===== config.mk =====
export PLATFORM = sky130hd
export DESIGN_NAME = fetch_unit_flat
export DESIGN_NICKNAME = d
export VERILOG_FILES = /design/src/rtl/fetch_unit_if.sv /design/src/rtl/fetch_unit.sv /design/src/flat_wrapper.sv
export SDC_FILE = /design/constraint.sdc
export NUM_CORES = 1
export LEC_CHECK = 0
export ABC_CLOCK_PERIOD_IN_PS = 4500
export CELL_PAD_IN_SITES_DETAIL_PLACEMENT = 1
export CELL_PAD_IN_SITES_GLOBAL_PLACEMENT = 2
export CORE_MARGIN = 2
export CORE_UTILIZATION = 35
export DETAILED_ROUTE_END_ITERATION = 6
export PLACE_DENSITY_LB_ADDON = 0.1
export SLEW_MARGIN = 20
export SYNTH_ARGS = -nofsm -noshare
export SYNTH_HDL_FRONTEND = slang
export SYNTH_SLANG_ARGS = --single-unit

===== constraint.sdc =====
create_clock -name clock -period 4.5 [get_ports clock]
set_clock_uncertainty 0.05 [all_clocks]
set_input_delay 0.675 -clock clock [delete_from_list [all_inputs] [get_ports clock]]
set_output_delay 0.675 -clock clock [all_outputs]
set_load 0.1 [all_outputs]

===== src/rtl/fetch_unit_if.sv =====
// Instruction-memory port and decode-side handshake of the fetch unit.
// The fetch unit drives the master side; ROM and decode sit on the slave side.
interface fetch_unit_if #(
   parameter int ADDR_W = 32,
   parameter int DATA_W = 32
);
   logic [ADDR_W-1:0] imem_addr;
   logic              imem_req;
   logic [DATA_W-1:0] imem_rdata;
   logic              out_valid;
   logic              out_ready;
   logic [DATA_W-1:0] out_inst;
   logic [ADDR_W-1:0] out_pc;
   logic [ADDR_W-1:0] out_pc_plus4;

   modport master (
      output imem_addr, imem_req,
      input  imem_rdata,
      output out_valid, out_inst, out_pc, out_pc_plus4,
      input  out_ready
   );

   modport slave (
      input  imem_addr, imem_req,
      output imem_rdata,
      input  out_valid, out_inst, out_pc, out_pc_plus4,
      output out_ready
   );
endinterface


===== src/rtl/fetch_unit.sv =====
// Instruction fetch unit: credit-throttled sequential fetch from a one-cycle ROM
// into a small prefetch FIFO, with flush-and-refetch on redirect.
module fetch_unit #(
   parameter int                ADDR_W   = 32,
   parameter int                DATA_W   = 32,
   parameter logic [ADDR_W-1:0] RESET_PC = 32'h0040_0000,
   parameter int                DEPTH    = 4,
   localparam int               PW       = $clog2(DEPTH),
   localparam int               CW       = $clog2(DEPTH) + 1
) (
   input  logic              clock,
   input  logic              reset,
   fetch_unit_if.master      bus,
   input  logic              redirect_valid,
   input  logic [ADDR_W-1:0] redirect_pc,
   output logic [CW-1:0]     fifo_count
);

   typedef struct packed {
      logic [DATA_W-1:0] inst;
      logic [ADDR_W-1:0] pc;
      logic [ADDR_W-1:0] pc4;
   } entry_t;

   entry_t            mem_q [DEPTH];
   entry_t            mem_d [DEPTH];
   entry_t            hold_q, hold_d;
   entry_t            head_entry, shown;
   logic [ADDR_W-1:0] fetch_pc_q, fetch_pc_d;
   logic [ADDR_W-1:0] inflight_pc_q, inflight_pc_d;
   logic              inflight_q, inflight_d;
   logic [PW-1:0]     head_q, head_d, tail_q, tail_d;
   logic [CW-1:0]     count_q, count_d;
   logic [CW:0]       occupancy;
   logic              not_empty, pop, push, req;

   // A request is only issued when its response is guaranteed a free slot,
   // counting the one already in flight and the slot freed by this cycle's pop.
   always_comb begin
      not_empty  = (count_q != '0);
      head_entry = mem_q[head_q];
      pop        = not_empty && bus.out_ready && !redirect_valid;
      push       = inflight_q && !redirect_valid;
      occupancy  = {1'b0, count_q} + (CW+1)'(inflight_q) - (CW+1)'(pop);
      req        = reset && !redirect_valid && (occupancy < (CW+1)'(DEPTH));

      fetch_pc_d    = fetch_pc_q;
      inflight_d    = req;
      inflight_pc_d = fetch_pc_q;
      mem_d         = mem_q;
      head_d        = head_q;
      tail_d        = tail_q;
      count_d       = count_q + CW'(push) - CW'(pop);
      hold_d        = not_empty ? head_entry : hold_q;

      if (req) begin
         fetch_pc_d = fetch_pc_q + ADDR_W'(4);
      end
      if (push) begin
         mem_d[tail_q] = {bus.imem_rdata, inflight_pc_q, inflight_pc_q + ADDR_W'(4)};
         tail_d        = tail_q + PW'(1);
      end
      if (pop) begin
         head_d = head_q + PW'(1);
      end
      if (redirect_valid) begin
         fetch_pc_d = redirect_pc & ~ADDR_W'(3);
         head_d     = '0;
         tail_d     = '0;
         count_d    = '0;
      end
   end

   always_ff @(posedge clock or negedge reset) begin
      if (!reset) begin
         fetch_pc_q    <= RESET_PC;
         inflight_q    <= 1'b0;
         inflight_pc_q <= '0;
         head_q        <= '0;
         tail_q        <= '0;
         count_q       <= '0;
         hold_q        <= '0;
         mem_q         <= '{default: '0};
      end else begin
         fetch_pc_q    <= fetch_pc_d;
         inflight_q    <= inflight_d;
         inflight_pc_q <= inflight_pc_d;
         head_q        <= head_d;
         tail_q        <= tail_d;
         count_q       <= count_d;
         hold_q        <= hold_d;
         mem_q         <= mem_d;
      end
   end

   // While empty the outputs keep showing the last head entry instead of a stale slot.
   assign shown            = not_empty ? head_entry : hold_q;
   assign bus.imem_addr    = fetch_pc_q;
   assign bus.imem_req     = req;
   assign bus.out_valid    = not_empty;
   assign bus.out_inst     = shown.inst;
   assign bus.out_pc       = shown.pc;
   assign bus.out_pc_plus4 = shown.pc4;
   assign fifo_count       = count_q;

endmodule


===== src/flat_wrapper.sv =====
// flat-port wrapper written by rule: the top's interface ports become plain ports
module fetch_unit_flat 
#(
   parameter int                ADDR_W   = 32,
   parameter int                DATA_W   = 32,
   parameter logic [ADDR_W-1:0] RESET_PC = 32'h0040_0000,
   parameter int                DEPTH    = 4,
   localparam int               PW       = $clog2(DEPTH),
   localparam int               CW       = $clog2(DEPTH) + 1
)
  (clock, reset, redirect_valid, redirect_pc, fifo_count, bus_imem_addr, bus_imem_req, bus_imem_rdata, bus_out_valid, bus_out_inst, bus_out_pc, bus_out_pc_plus4, bus_out_ready);
  fetch_unit_if #(.ADDR_W(ADDR_W), .DATA_W(DATA_W)) bus_i ();
  input  logic clock;
  input  logic reset;
  input  logic redirect_valid;
  input  logic [ADDR_W-1:0] redirect_pc;
  output logic [CW-1:0] fifo_count;
  output wire logic [$bits(bus_i.imem_addr)-1:0] bus_imem_addr;
  output wire logic [$bits(bus_i.imem_req)-1:0] bus_imem_req;
  input wire logic [$bits(bus_i.imem_rdata)-1:0] bus_imem_rdata;
  output wire logic [$bits(bus_i.out_valid)-1:0] bus_out_valid;
  output wire logic [$bits(bus_i.out_inst)-1:0] bus_out_inst;
  output wire logic [$bits(bus_i.out_pc)-1:0] bus_out_pc;
  output wire logic [$bits(bus_i.out_pc_plus4)-1:0] bus_out_pc_plus4;
  input wire logic [$bits(bus_i.out_ready)-1:0] bus_out_ready;
  assign bus_imem_addr = bus_i.imem_addr;
  assign bus_imem_req = bus_i.imem_req;
  assign bus_i.imem_rdata = bus_imem_rdata;
  assign bus_out_valid = bus_i.out_valid;
  assign bus_out_inst = bus_i.out_inst;
  assign bus_out_pc = bus_i.out_pc;
  assign bus_out_pc_plus4 = bus_i.out_pc_plus4;
  assign bus_i.out_ready = bus_out_ready;
  fetch_unit #(.ADDR_W(ADDR_W), .DATA_W(DATA_W), .RESET_PC(RESET_PC), .DEPTH(DEPTH)) u_core (.clock(clock), .reset(reset), .bus(bus_i), .redirect_valid(redirect_valid), .redirect_pc(redirect_pc), .fifo_count(fifo_count));
endmodule

==> results of run 1 <==
==> flip-flops by register name, summed over array words and instances, names as in the netlist <==
register and count:
u_core.bus.imem_addr 30, u_core.inflight_q 1, u_core.head_q 2, u_core.fifo_count 3
u_core.inflight_pc_q 30, u_core.tail_q 2, u_core.hold_q 96, u_core.mem_q 368
==> worst max path at each step <==
stage / endpoint / slack (ps) / cells after the start
floorplan: bus_out_inst[20] / 500 / 5
global placement: u_core.bus.imem_addr[28]$_DFFE_PN0P_ / 790 / 11
detailed placement: u_core.bus.imem_addr[28]$_DFFE_PN0P_ / 770 / 11
CTS: bus_out_inst[13] / 470 / 6
global route: bus_out_pc[11] / 310 / 6
finish: bus_out_pc[11] / 570 / 6
==> per-stage QoR <==
stage          std cells  worst slack [ps]  area [um2]
5_1_grt             3390               306       27600
3_3_place_gp        3286               786       25700
4_1_cts             3390               466       27600
2_1_floorplan       2347               501       23000
3_5_place_dp        3286               775       25700
6_report            3391               567       27600
==> layer usage <==
metal,up-vias,wire length (um)
li1,7893,-
met1,8786,32600
met2,267,33300
met3,81,2480
met4,0,1150
met5,-,0
==> power groups by stage <==
stage | combinational (W) | sequential [W] | clock (W)
2_1_floorplan | 0.00757 | 0.00689 | 0
3_3_place_gp | 0.0100 | 0.00691 | 0
3_5_place_dp | 0.0102 | 0.00697 | 0
4_1_cts | 0.0102 | 0.00690 | 0.00510
5_1_grt | 0.0107 | 0.00707 | 0.00526
6_report | 0.0100 | 0.00689 | 0.00493
==> critical path: stages (launching register included) <==
cell and delay [ps]:
sky130_fd_sc_hd__dfrtp_1 460, sky130_fd_sc_hd__nor3_2 260, sky130_fd_sc_hd__buf_4 380, sky130_fd_sc_hd__buf_4 700
sky130_fd_sc_hd__nand2_1 110, sky130_fd_sc_hd__nand2_1 170, sky130_fd_sc_hd__buf_4 320
==> cell usage in the layout, fill, tap and decap left out, drive strengths merged, types with 2 or more instances in the layout <==
cell / count
and4bb: 2
nor4: 4
and4: 5
clkinvlp: 3
dfrtp: 531
xor2: 28
o21ai: 138
xnor2: 23
a21oi: 4
and2: 12
bufinv: 4
o21a: 4
o211ai: 3
nand4: 24
nor2: 23
a211oi: 7
clkbuf: 91
a2111oi: 5
and3: 9
nand2: 1178
mux2i: 2
nor2b: 2
conb: 2
nor3: 5
mux4: 92
ha: 10
a311o: 5
o311ai: 6
buf: 133
nand3: 26
mux2: 2
inv: 24
a311oi: 2
a221o: 2
or2: 2
clkdlybuf4s50: 96
nand4b: 2
clkinv: 5
==> logic make-up (layout without fill, tap and decap cells) <==
kind of cell,after synthesis,count (layout)
flip-flops,532,532
other,1,3
adder cells (fa/ha/maj),11,11
XOR/XNOR,51,51
AO/OA/AOI/OAI,177,177
buffers and inverters,178,357
AND/OR/NAND/NOR,1300,1300
multiplexers,96,96
==> cell usage after synthesis, drive strengths merged, types with 2 or more instances <==
cell / count
a211oi: 7
mux4: 92
nand2: 1178
xnor2: 23
nor2b: 2
and4: 5
nand4: 24
buf: 32
xor2: 28
a2111oi: 5
nor3: 5
dfrtp: 531
inv: 24
and2: 12
nand3: 26
a311o: 5
nand4b: 2
ha: 10
clkbuf: 122
mux2: 2
o21ai: 138
or2: 2
o311ai: 6
a21oi: 4
o21a: 4
mux2i: 2
nor2: 23
o211ai: 3
a311oi: 2
nor4: 4
and3: 9
and4bb: 2
a221o: 2
==> cell type report <==
type | count | area [um2]
fillers | 7265 | 37700
flip-flops and latches | 532 | 13300
multi-input cells | 1637 | 9050
repair buffers | 230 | 2140
clock buffers | 91 | 1790
well taps | 864 | 1080
clock inverters | 12 | 171
inverters | 24 | 91.3
diodes | 1 | 2.50
==> flow_summary.rst, run 1 <==
.. list-table::
   :header-rows: 1

   * - Metric
     - Value
   * - Hold_sp
     - redirect_valid
   * - Sw Ratio
     - 0.473
   * - Startpoint type of the worst setup path
     - flop
   * - Compound-cell area share of the yosys netlist
     - 0.0474
   * - CTS Buf Count
     - 61
   * - Least-Margin Pin Slew
     - 1030 ps
   * - Part of the power in registers
     - 0.316
   * - Number of standard-cell rows in the floorplan
     - 94
   * - Combined area of all synthesized cells
     - 23,000 um2
   * - Count of TritonRoute iterations in the first routing pass
     - 5
   * - Adder-cell share of the synthesized area
     - 0.00630
   * - Outcome
     - finished, final reports clean
   * - Area of the core
     - 65,400 um2
   * - Routability cong.
     - 0.735
   * - Type of the worst setup path
     - flop to output port
   * - Final worst hold slack
     - 401 ps
   * - Remaining antenna violation count after routing
     - 0
   * - Count of input and output buffers
     - 196
   * - First-pass GRT wire length
     - 110,000 um
   * - Initial core utilization
     - 0.352
   * - I/O pin cnt
     - 201
   * - Hold violation total from the final report
     - 0
   * - Hold-critical path endpoint
     - u_core.head_q[0]$_DFFE_PN0P_
   * - Routed vias
     - 17.0k
   * - Seq cells post-synth
     - 532
   * - Clock power frac
     - 0.226
   * - Mean Syn Cell Area
     - 9.82 um2
   * - Number of cells on the worst hold path
     - 2
   * - Final design utilization
     - 0.423
   * - Proportion of netlist area held by the largest area contributor
     - 0.577
   * - Net total in the final layout
     - 2,565
   * - DIE AREA
     - 67,900 um2
   * - Mux contribution to synthesized area
     - 0.0918
   * - Ratio of cells with drive above 1 in the final layout
     - 0.136
   * - Number of DRC violations after detailed-routing iteration 0
     - 882
   * - Clock latency reported for the late side of the worst-skew pair
     - 620 ps
   * - Clock tree root driver cell
     - sky130_fd_sc_hd__clkbuf_16
   * - Post-DP HPWL
     - 42,800 um
   * - Synth Area in Simple Gates
     - 0.226
   * - GRT Max-Usage Layer
     - met2
   * - Crit path arrival time
     - 3210 ps
   * - Rel. slew slack
     - 0.314
   * - Design internal power
     - 0.0115 W
   * - Layout overhead on the synthesized area
     - 20.1%
   * - Fraction of synthesized cell area in xor and xnor cells
     - 0.0197
   * - Average routed wire per standard cell
     - 20.5 um
   * - Clock Sink Count
     - 532
   * - Pin count of the biggest net entering global routing
     - 160
   * - Overall power
     - 0.0218 W
   * - Cell depth of the worst flop-to-flop path
     - 12
   * - Worst VDD drop
     - 716 uV
   * - Area contributors post-synth
     - sky130_fd_sc_hd__dfrtp_1 58%, sky130_fd_sc_hd__nand2_1 19%, sky130_fd_sc_hd__mux4_2 9.0%
   * - Routed WL
     - 69,500 um
   * - Synth Instances
     - 2,346
   * - Synth cell types
     - 58
   * - R2R Path End
     - u_core.bus.imem_addr[28]$_DFFE_PN0P_
   * - Sum of negative setup slack
     - 0 ps
   * - Post_cts resized
     - 0
   * - Final clock period utilization by the worst path
     - 0.874
   * - Number of global-route vias before repair
     - 18.6k
   * - Element type at the critical path end
     - output port
   * - Share of the yosys chip area belonging to registers
     - 0.578
   * - Yosys top cell by area
     - sky130_fd_sc_hd__dfrtp_1
   * - Proportion of power drawn by combinational gates
     - 0.458
   * - Required time reported for the critical path endpoint
     - 3770 ps
   * - Number of enable-type register cells in the synthesized netlist
     - 0
   * - Clock slew at the register clock pins of the worst setup and hold paths
     - 60 ps
   * - Global routing met3 resource utilization
     - 0.0288
   * - Peak fanout along the critical path
     - 67
   * - RSZ-0062 raised after global routing
     - no
   * - Initial antenna violation count
     - 0
   * - Global route total overflow
     - 0
   * - Power per unit of standard cell area
     - 790 nW/um2
   * - Total leakage power
     - 13.5 nW
   * - Clock tree from TritonCTS
     - built
   * - Crit path launch
     - u_core.fifo_count[1]$_DFF_PN0_
   * - Source of the worst register-to-register timing path
     - u_core.fifo_count[1]$_DFF_PN0_
   * - Global-route usage over all layers
     - 0.210
   * - Finish-stage setup viols
     - 0
   * - Shortest clock period the worst path allows after layout
     - 3930 ps
   * - Final count of pins violating max slew
     - 0
   * - Class of the most critical hold timing path
     - input pin to flop
   * - MaxCap Viol Count
     - 0
   * - Fraction of registers with async set/reset
     - 1.00
   * - DR DRC count
     - 0
   * - Met2 track utilization from global routing
     - 0.349
   * - Drt via density
     - 5.02
   * - Sw Pwr
     - 0.0103 W
   * - Buffer depth of the longest clock path
     - 3
   * - Leading register cell type out of synthesis
     - sky130_fd_sc_hd__dfrtp_1
   * - Met1 usage in global routing
     - 0.293
   * - Hold buffer count at CTS
     - 1
   * - Die W
     - 261 um
   * - R2r setup slk
     - 1310 ps
   * - Synthesis warning total
     - 0
   * - H-Tree Depth
     - 2
   * - Postcts setup bufs
     - 0
   * - Die height
     - 261 um
   * - Combinational family with the most area after synthesis
     - simple AND/OR/NAND/NOR gates
   * - Max Freq
     - 254 MHz
(Power assumes the default switching activity.)
==> inputs of run 2 (changes only) <==
Settings changed: CORE_MARGIN 2 to unset, MAX_ROUTING_LAYER set to met4.
==> flow_summary.rst, run 2 (synthesized netlist as in run 1, its figures left out) <==
.. list-table::
   :header-rows: 1

   * - Metric
     - Value
   * - Average routed wire per standard cell
     - 20.3 um (-0.67%)
   * - Die height
     - 259 um (-0.77%)
   * - Number of DRC violations after detailed-routing iteration 0
     - 921 (+4.4%)
   * - Number of standard-cell rows in the floorplan
     - 93 (-1.1%)
   * - Element type at the critical path end
     - output port
   * - Outcome
     - finished, final reports clean
   * - Power per unit of standard cell area
     - 790 nW/um2 (about the same)
   * - Clock Sink Count
     - 532 (unchanged)
   * - Max stage delay cell, worst path
     - sky130_fd_sc_hd__dfrtp_1
   * - Routed WL
     - 68,900 um (-0.76%)
   * - Worst VDD drop
     - 623 uV (-13%)
   * - H-Tree Depth
     - 2 (unchanged)
   * - Hold violation total from the final report
     - 0 (unchanged)
   * - Routability cong.
     - 0.779 (+6.1%)
   * - Number of global-route vias before repair
     - 18.7k (+0.93%)
   * - Area of the core
     - 64,700 um2 (-1.1%)
   * - Largest stage delay on the critical path
     - 460 ps (-240 ps)
   * - Remaining antenna violation count after routing
     - 0 (unchanged)
   * - Total leakage power
     - 13.5 nW (+0.28%)
   * - Ratio of cells with drive above 1 in the final layout
     - 0.138 (+0.00205)
   * - RSZ-0062 raised after global routing
     - no
   * - Post-DP HPWL
     - 43,100 um (+0.83%)
   * - Net total in the final layout
     - 2,568 (+0.12%)
   * - Drt via density
     - 5.00 (-0.42%)
   * - DIE AREA
     - 66,800 um2 (-1.5%)
   * - Clock tree from TritonCTS
     - built
   * - Routed vias
     - 16.9k (-0.51%)
   * - First-pass GRT wire length
     - 110,000 um (+0.36%)
   * - Global route total overflow
     - 0 (unchanged)
   * - Overall power
     - 0.0219 W (+0.20%)
   * - Startpoint type of the worst setup path
     - flop
   * - Clock tree root driver cell
     - sky130_fd_sc_hd__clkbuf_16
   * - Max Freq
     - 251 MHz (-1.2%)
   * - Final clock period utilization by the worst path
     - 0.884 (+0.0102)
   * - Post-route non-filler standard cell count
     - 3,388 (-0.088%)
   * - Flip-flop count of the largest register, all copies and words added
     - 368 (unchanged)
   * - Finish-stage setup viols
     - 0 (unchanged)
   * - Count of input and output buffers
     - 196 (unchanged)
   * - Most frequent cells in the layout
     - 1,174 x sky130_fd_sc_hd__nand2_1, 529 x sky130_fd_sc_hd__dfrtp_1, 122 x sky130_fd_sc_hd__buf_4
   * - Largest delay share family, worst path
     - simple AND/OR/NAND/NOR gates
   * - I/O pin cnt
     - 201 (unchanged)
   * - Clock slew at the register clock pins of the worst setup and hold paths
     - 60 ps (about the same)
   * - Peak fanout along the critical path
     - 11 (-84%)
   * - CTS Buf Count
     - 61 (unchanged)
   * - Initial core utilization
     - 0.356 (+0.00379)
   * - Global-route usage over all layers
     - 0.220 (+0.00941)
   * - Layout overhead on the synthesized area
     - 20.2%
   * - Buffer depth of the longest clock path
     - 3 (unchanged)
   * - Postcts setup bufs
     - 0 (unchanged)
   * - DR DRC count
     - 0 (unchanged)
   * - Shortest clock period the worst path allows after layout
     - 3980 ps (+46.1 ps)
   * - Registers with the most flip-flops
     - u_core.mem_q: 368 flops, u_core.hold_q: 96 flops
   * - DP Cell Count
     - 3,280 (-0.18%)
   * - Sum of negative setup slack
     - 0 ps (unchanged)
   * - Clock latency reported for the late side of the worst-skew pair
     - 620 ps (about the same)
   * - Class of the most critical hold timing path
     - flop to flop
   * - Least-Margin Pin Slew
     - 1050 ps (+26.1 ps)
   * - Crit path arrival time
     - 3250 ps (+40 ps)
   * - Die W
     - 259 um (-0.77%)
   * - Pin count of the biggest net entering global routing
     - 126 (-21%)
   * - Most numerous cell on the critical path
     - sky130_fd_sc_hd__ha_1
   * - Cell-by-cell trace of the critical path
     - nor3_2, clkinv_2, nand2_1, nor2_1, ha_1, inv_1, ha_1, nand3b_1, nand4b_1, buf_4, and2_1, inv_2, buf_12
   * - Filler Cell Count
     - 7,249 (-0.22%)
   * - Rel. slew slack
     - 0.296 (-0.0174)
   * - Type of the worst setup path
     - flop to output port
   * - Initial antenna violation count
     - 2 (+2)
   * - Register ranked first by flip-flop count
     - u_core.mem_q
   * - MaxCap Viol Count
     - 0 (unchanged)
   * - Required time reported for the critical path endpoint
     - 3770 ps (about the same)
   * - Buffers plus inverters on the worst setup path
     - 5 (+2)
   * - Count of TritonRoute iterations in the first routing pass
     - 5 (unchanged)
   * - Final count of pins violating max slew
     - 0 (unchanged)
   * - Most common library cell in the layout ignoring fill and taps
     - sky130_fd_sc_hd__nand2_1
==> run 2: layer usage <==
metal  routed length, um  part of all wire  GRT usage
met1               32100              0.47      0.294
met2               33300              0.48      0.355
met5                   0                 0          -
met4                1200             0.017     0.0465
met3                2270             0.033     0.0321
==> run 2: path summary, 6_finish.rpt <==
| path | from | end | slack [ps] | cells past startpoint |
|---|---|---|---|---|
| hold / removal | u_core.hold_q[37]$_DFF_PN0_ | u_core.hold_q[37]$_DFF_PN0_ | 410 | 2 |
| max in group asynchronous | reset | u_core.bus.imem_addr[20]$_DFFE_PN0P_ | 1960 | 4 |
| hold reg to reg | u_core.hold_q[37]$_DFF_PN0_ | u_core.hold_q[37]$_DFF_PN0_ | 410 | 2 |
| min in group asynchronous | reset | u_core.mem_q[57]$_DFFE_PN0P_ | 560 | 2 |
| setup reg to reg | u_core.fifo_count[1]$_DFF_PN0_ | u_core.bus.imem_addr[28]$_DFFE_PN0P_ | 1250 | 12 |
| setup / recovery | u_core.fifo_count[1]$_DFF_PN0_ | bus_imem_req | 520 | 13 |
==> run 2: what timing repair did <==
action                                 in CTS  in global routing
resized for setup                           0                  0
hold buffers                                1                  0
endpoints found under the hold margin      55                  0
==> run 2: through the flow <==
step           instance area, um2  worst slack, ps  utilization  hold slack [ps]
2_1_floorplan               23000              501            -              329
3_3_place_gp                25700              683        0.397              398
3_5_place_dp                25700              678        0.397              404
4_1_cts                     27700              438        0.428              417
5_1_grt                     27700              289        0.428              427
6_report                    27700              521        0.428              412
==> run 2: where the power goes <==
part	internal (W)	switching, W	total [W]	leakage [nW]
Sequential	0.00610	0.000786	0.00689	7.03
Clock	0.00299	0.00198	0.00497	0.982
Combinational	0.00248	0.00754	0.0100	5.52
==> run 2: layout make-up <==
cell class                      count  area [um2]  share of cell area
Sequential cell                   532       13300               0.481
Multi-Input combinational cell   1637        9050               0.327
Timing Repair Buffer              233        2140              0.0773
Clock buffer                       97        1870              0.0677
Tap cell                          855        1070              0.0387
Clock inverter                      9         130             0.00470
Inverter                           24        91.3             0.00330
Antenna cell                        1        2.50           0.0000904
==> run 2: worst min-delay path: cells and delay by family (launching register included) <==
kind | cells | cell delay [ps]
and+or+nand+nor | 2 | 100
DFF | 1 | 320
==> inputs of run 3 (changes only) <==
Settings changed: SLEW_MARGIN 20 to unset.
==> flow_summary.rst, run 3 (synthesized netlist as in run 1, its figures left out) <==
.. list-table::
   :header-rows: 1

   * - Metric
     - Value
   * - Power per unit of standard cell area
     - 790 nW/um2 (about the same)
   * - Most frequent cells in the layout
     - 1,174 x sky130_fd_sc_hd__nand2_1, 529 x sky130_fd_sc_hd__dfrtp_1, 123 x sky130_fd_sc_hd__buf_4
   * - Routed vias
     - 16.9k (-0.018%)
   * - Clock tree from TritonCTS
     - built
   * - Peak fanout along the critical path
     - 11 (unchanged)
   * - Layout overhead on the synthesized area
     - 20.2% (about the same)
   * - RSZ-0062 raised after global routing
     - no
   * - Sw Ratio
     - 0.471 (about the same)
   * - Cell depth of the worst flop-to-flop path
     - 12 (unchanged)
   * - DIE AREA
     - 66,800 um2 (unchanged)
   * - Clock latency reported for the late side of the worst-skew pair
     - 620 ps (about the same)
   * - Finish-stage setup viols
     - 0 (unchanged)
   * - Final count of pins violating max slew
     - 0 (unchanged)
   * - Registers with the most flip-flops
     - u_core.mem_q: 368 flops, u_core.hold_q: 96 flops
   * - Count of TritonRoute iterations in the first routing pass
     - 5 (unchanged)
   * - MaxCap Viol Count
     - 0 (unchanged)
   * - Initial antenna violation count
     - 2 (unchanged)
   * - Class of the most critical hold timing path
     - flop to flop
   * - Part of the power in registers
     - 0.315 (about the same)
   * - Sum of negative setup slack
     - 0 ps (unchanged)
   * - Postcts setup bufs
     - 0 (unchanged)
   * - Startpoint type of the worst setup path
     - flop
   * - Number of standard-cell rows in the floorplan
     - 93 (unchanged)
   * - Net total in the final layout
     - 2,568 (unchanged)
   * - Global-route usage over all layers
     - 0.220 (unchanged)
   * - First-pass GRT wire length
     - 110,000 um (unchanged)
   * - Routed WL
     - 68,900 um (about the same)
   * - Most numerous cell on the critical path
     - sky130_fd_sc_hd__ha_1
   * - Worst slack after detailed placement
     - 678 ps (unchanged)
   * - Post-DP HPWL
     - 43,100 um (unchanged)
   * - Final clock period utilization by the worst path
     - 0.885 (about the same)
   * - Global route total overflow
     - 0 (unchanged)
   * - Type of the worst setup path
     - flop to output port
   * - Clock slew at the register clock pins of the worst setup and hold paths
     - 60 ps (about the same)
   * - R2r setup slk
     - 1250 ps (about the same)
   * - Hold violation total from the final report
     - 0 (unchanged)
   * - Die W
     - 259 um (unchanged)
   * - Ratio of cells with drive above 1 in the final layout
     - 0.138 (unchanged)
   * - Design internal power
     - 0.0116 W (about the same)
   * - I/O pin cnt
     - 201 (unchanged)
   * - Hold-critical path endpoint
     - u_core.hold_q[37]$_DFF_PN0_
   * - Die height
     - 259 um (unchanged)
   * - Clock power frac
     - 0.227 (about the same)
   * - Initial core utilization
     - 0.356 (unchanged)
   * - Crit path arrival time
     - 3260 ps (about the same)
   * - Sw Pwr
     - 0.0103 W (about the same)
   * - Pin count of the biggest net entering global routing
     - 126 (unchanged)
   * - Outcome
     - finished, final reports clean
   * - Area of the core
     - 64,700 um2 (unchanged)
   * - R2R Path End
     - u_core.bus.imem_addr[28]$_DFFE_PN0P_
   * - Average routed wire per standard cell
     - 20.3 um (about the same)
   * - Shortest clock period the worst path allows after layout
     - 3980 ps (+2.55 ps)
   * - DR DRC count
     - 0 (unchanged)
   * - Flip-flop count of the largest register, all copies and words added
     - 368 (unchanged)
   * - H-Tree Depth
     - 2 (unchanged)
   * - Most common library cell in the layout ignoring fill and taps
     - sky130_fd_sc_hd__nand2_1
   * - Count of input and output buffers
     - 196 (unchanged)
   * - Total leakage power
     - 13.5 nW (about the same)
   * - Post_cts resized
     - 0 (unchanged)
   * - Max Freq
     - 251 MHz (about the same)
   * - Number of cells on the worst hold path
     - 2 (unchanged)
   * - Remaining antenna violation count after routing
     - 0 (unchanged)
   * - Drt via density
     - 5.00 (about the same)
   * - Routability cong.
     - 0.779 (unchanged)
   * - Max stage delay cell, worst path
     - sky130_fd_sc_hd__dfrtp_1
   * - Proportion of power drawn by combinational gates
     - 0.458 (about the same)
   * - CTS Buf Count
     - 61 (unchanged)
   * - Required time reported for the critical path endpoint
     - 3770 ps (about the same)
   * - Buffer depth of the longest clock path
     - 3 (unchanged)
   * - Source of the worst register-to-register timing path
     - u_core.fifo_count[1]$_DFF_PN0_
   * - DP Cell Count
     - 3,280 (unchanged)
   * - Number of global-route vias before repair
     - 18.7k (unchanged)
   * - Element type at the critical path end
     - output port
   * - Cell-by-cell trace of the critical path
     - nor3_2, clkinv_2, nand2_1, nor2_1, ha_1, inv_1, ha_1, nand3b_1, nand4b_1, buf_4, and2_1, inv_2, buf_12
   * - Worst VDD drop
     - 623 uV (about the same)
   * - Clock Sink Count
     - 532 (unchanged)
   * - Number of DRC violations after detailed-routing iteration 0
     - 929 (+0.87%)
   * - Register ranked first by flip-flop count
     - u_core.mem_q
   * - Crit path setup slack, layout
     - 518 ps (-2.55 ps)
   * - Largest stage delay on the critical path
     - 460 ps (about the same)
   * - Rel. slew slack
     - 0.296 (about the same)
   * - Post-route non-filler standard cell count
     - 3,388 (unchanged)
   * - Clock tree root driver cell
     - sky130_fd_sc_hd__clkbuf_16
   * - Hold_sp
     - u_core.hold_q[37]$_DFF_PN0_
   * - Least-Margin Pin Slew
     - 1050 ps (-0.00790 ps)
## run 3: how the worst max path moves through the flow
stage	from	end	slack (ps)
2_1_floorplan	u_core.fifo_count[1]$_DFF_PN0_	bus_out_inst[20]	500
3_5_place_dp	bus_out_ready	bus_imem_req	680
5_1_grt	u_core.fifo_count[1]$_DFF_PN0_	bus_imem_req	290
3_3_place_gp	bus_out_ready	bus_imem_req	680
6_report	u_core.fifo_count[1]$_DFF_PN0_	bus_imem_req	520
4_1_cts	u_core.fifo_count[1]$_DFF_PN0_	bus_imem_req	440
## run 3: timing repair
item,CTS,global route
hold buffers,1,0
endpoints found under the setup margin,0,0
endpoints found under the hold margin,55,0
## run 3: through the flow
stage	area, um2	util	total power [W]	hold WS [ps]
5_1_grt	27700	0.428	0.0230	427
3_5_place_dp	25700	0.397	0.0171	404
4_1_cts	27700	0.428	0.0222	417
2_1_floorplan	23000	-	0.0145	329
3_3_place_gp	25700	0.397	0.0169	398
6_report	27700	0.428	0.0219	412
## run 3: layout make-up
type | count | area [um2]
Antenna cell | 1 | 2.50
Clock buffer | 97 | 1870
Clock inverter | 9 | 130
Fill cell | 7249 | 37000
Inverter | 24 | 91.3
Multi-Input combinational cell | 1637 | 9050
Sequential cell | 532 | 13300
Tap cell | 855 | 1070
Timing Repair Buffer | 233 | 2130
## run 3: power by group through the flow
stage                     clock network [W]  registers (W)  logic [W]
after floorplan                           0        0.00689    0.00757
after global placement                    0        0.00689     0.0100
after detailed placement                  0        0.00697     0.0102
after CTS                           0.00513        0.00690     0.0102
after global routing                0.00530        0.00706     0.0107
final                               0.00497        0.00689     0.0100
## run 3: worst max-delay path, delay by kind of cell (launching register included)
kind / cells / cell delay (ps)
flip-flops: 1 / 460
buffers and inverters: 5 / 810
AND/OR/NAND/NOR: 6 / 920
adder cells (fa/ha/maj): 2 / 440
## run 3: routing by layer
metal  routed length [um]  vias up  GRT usage
li1                     -     7901          -
met1                32100     8710      0.294
met2                33400      234      0.355
met3                 2240       92     0.0321
met4                 1200        0     0.0465
met5                    0        -          -
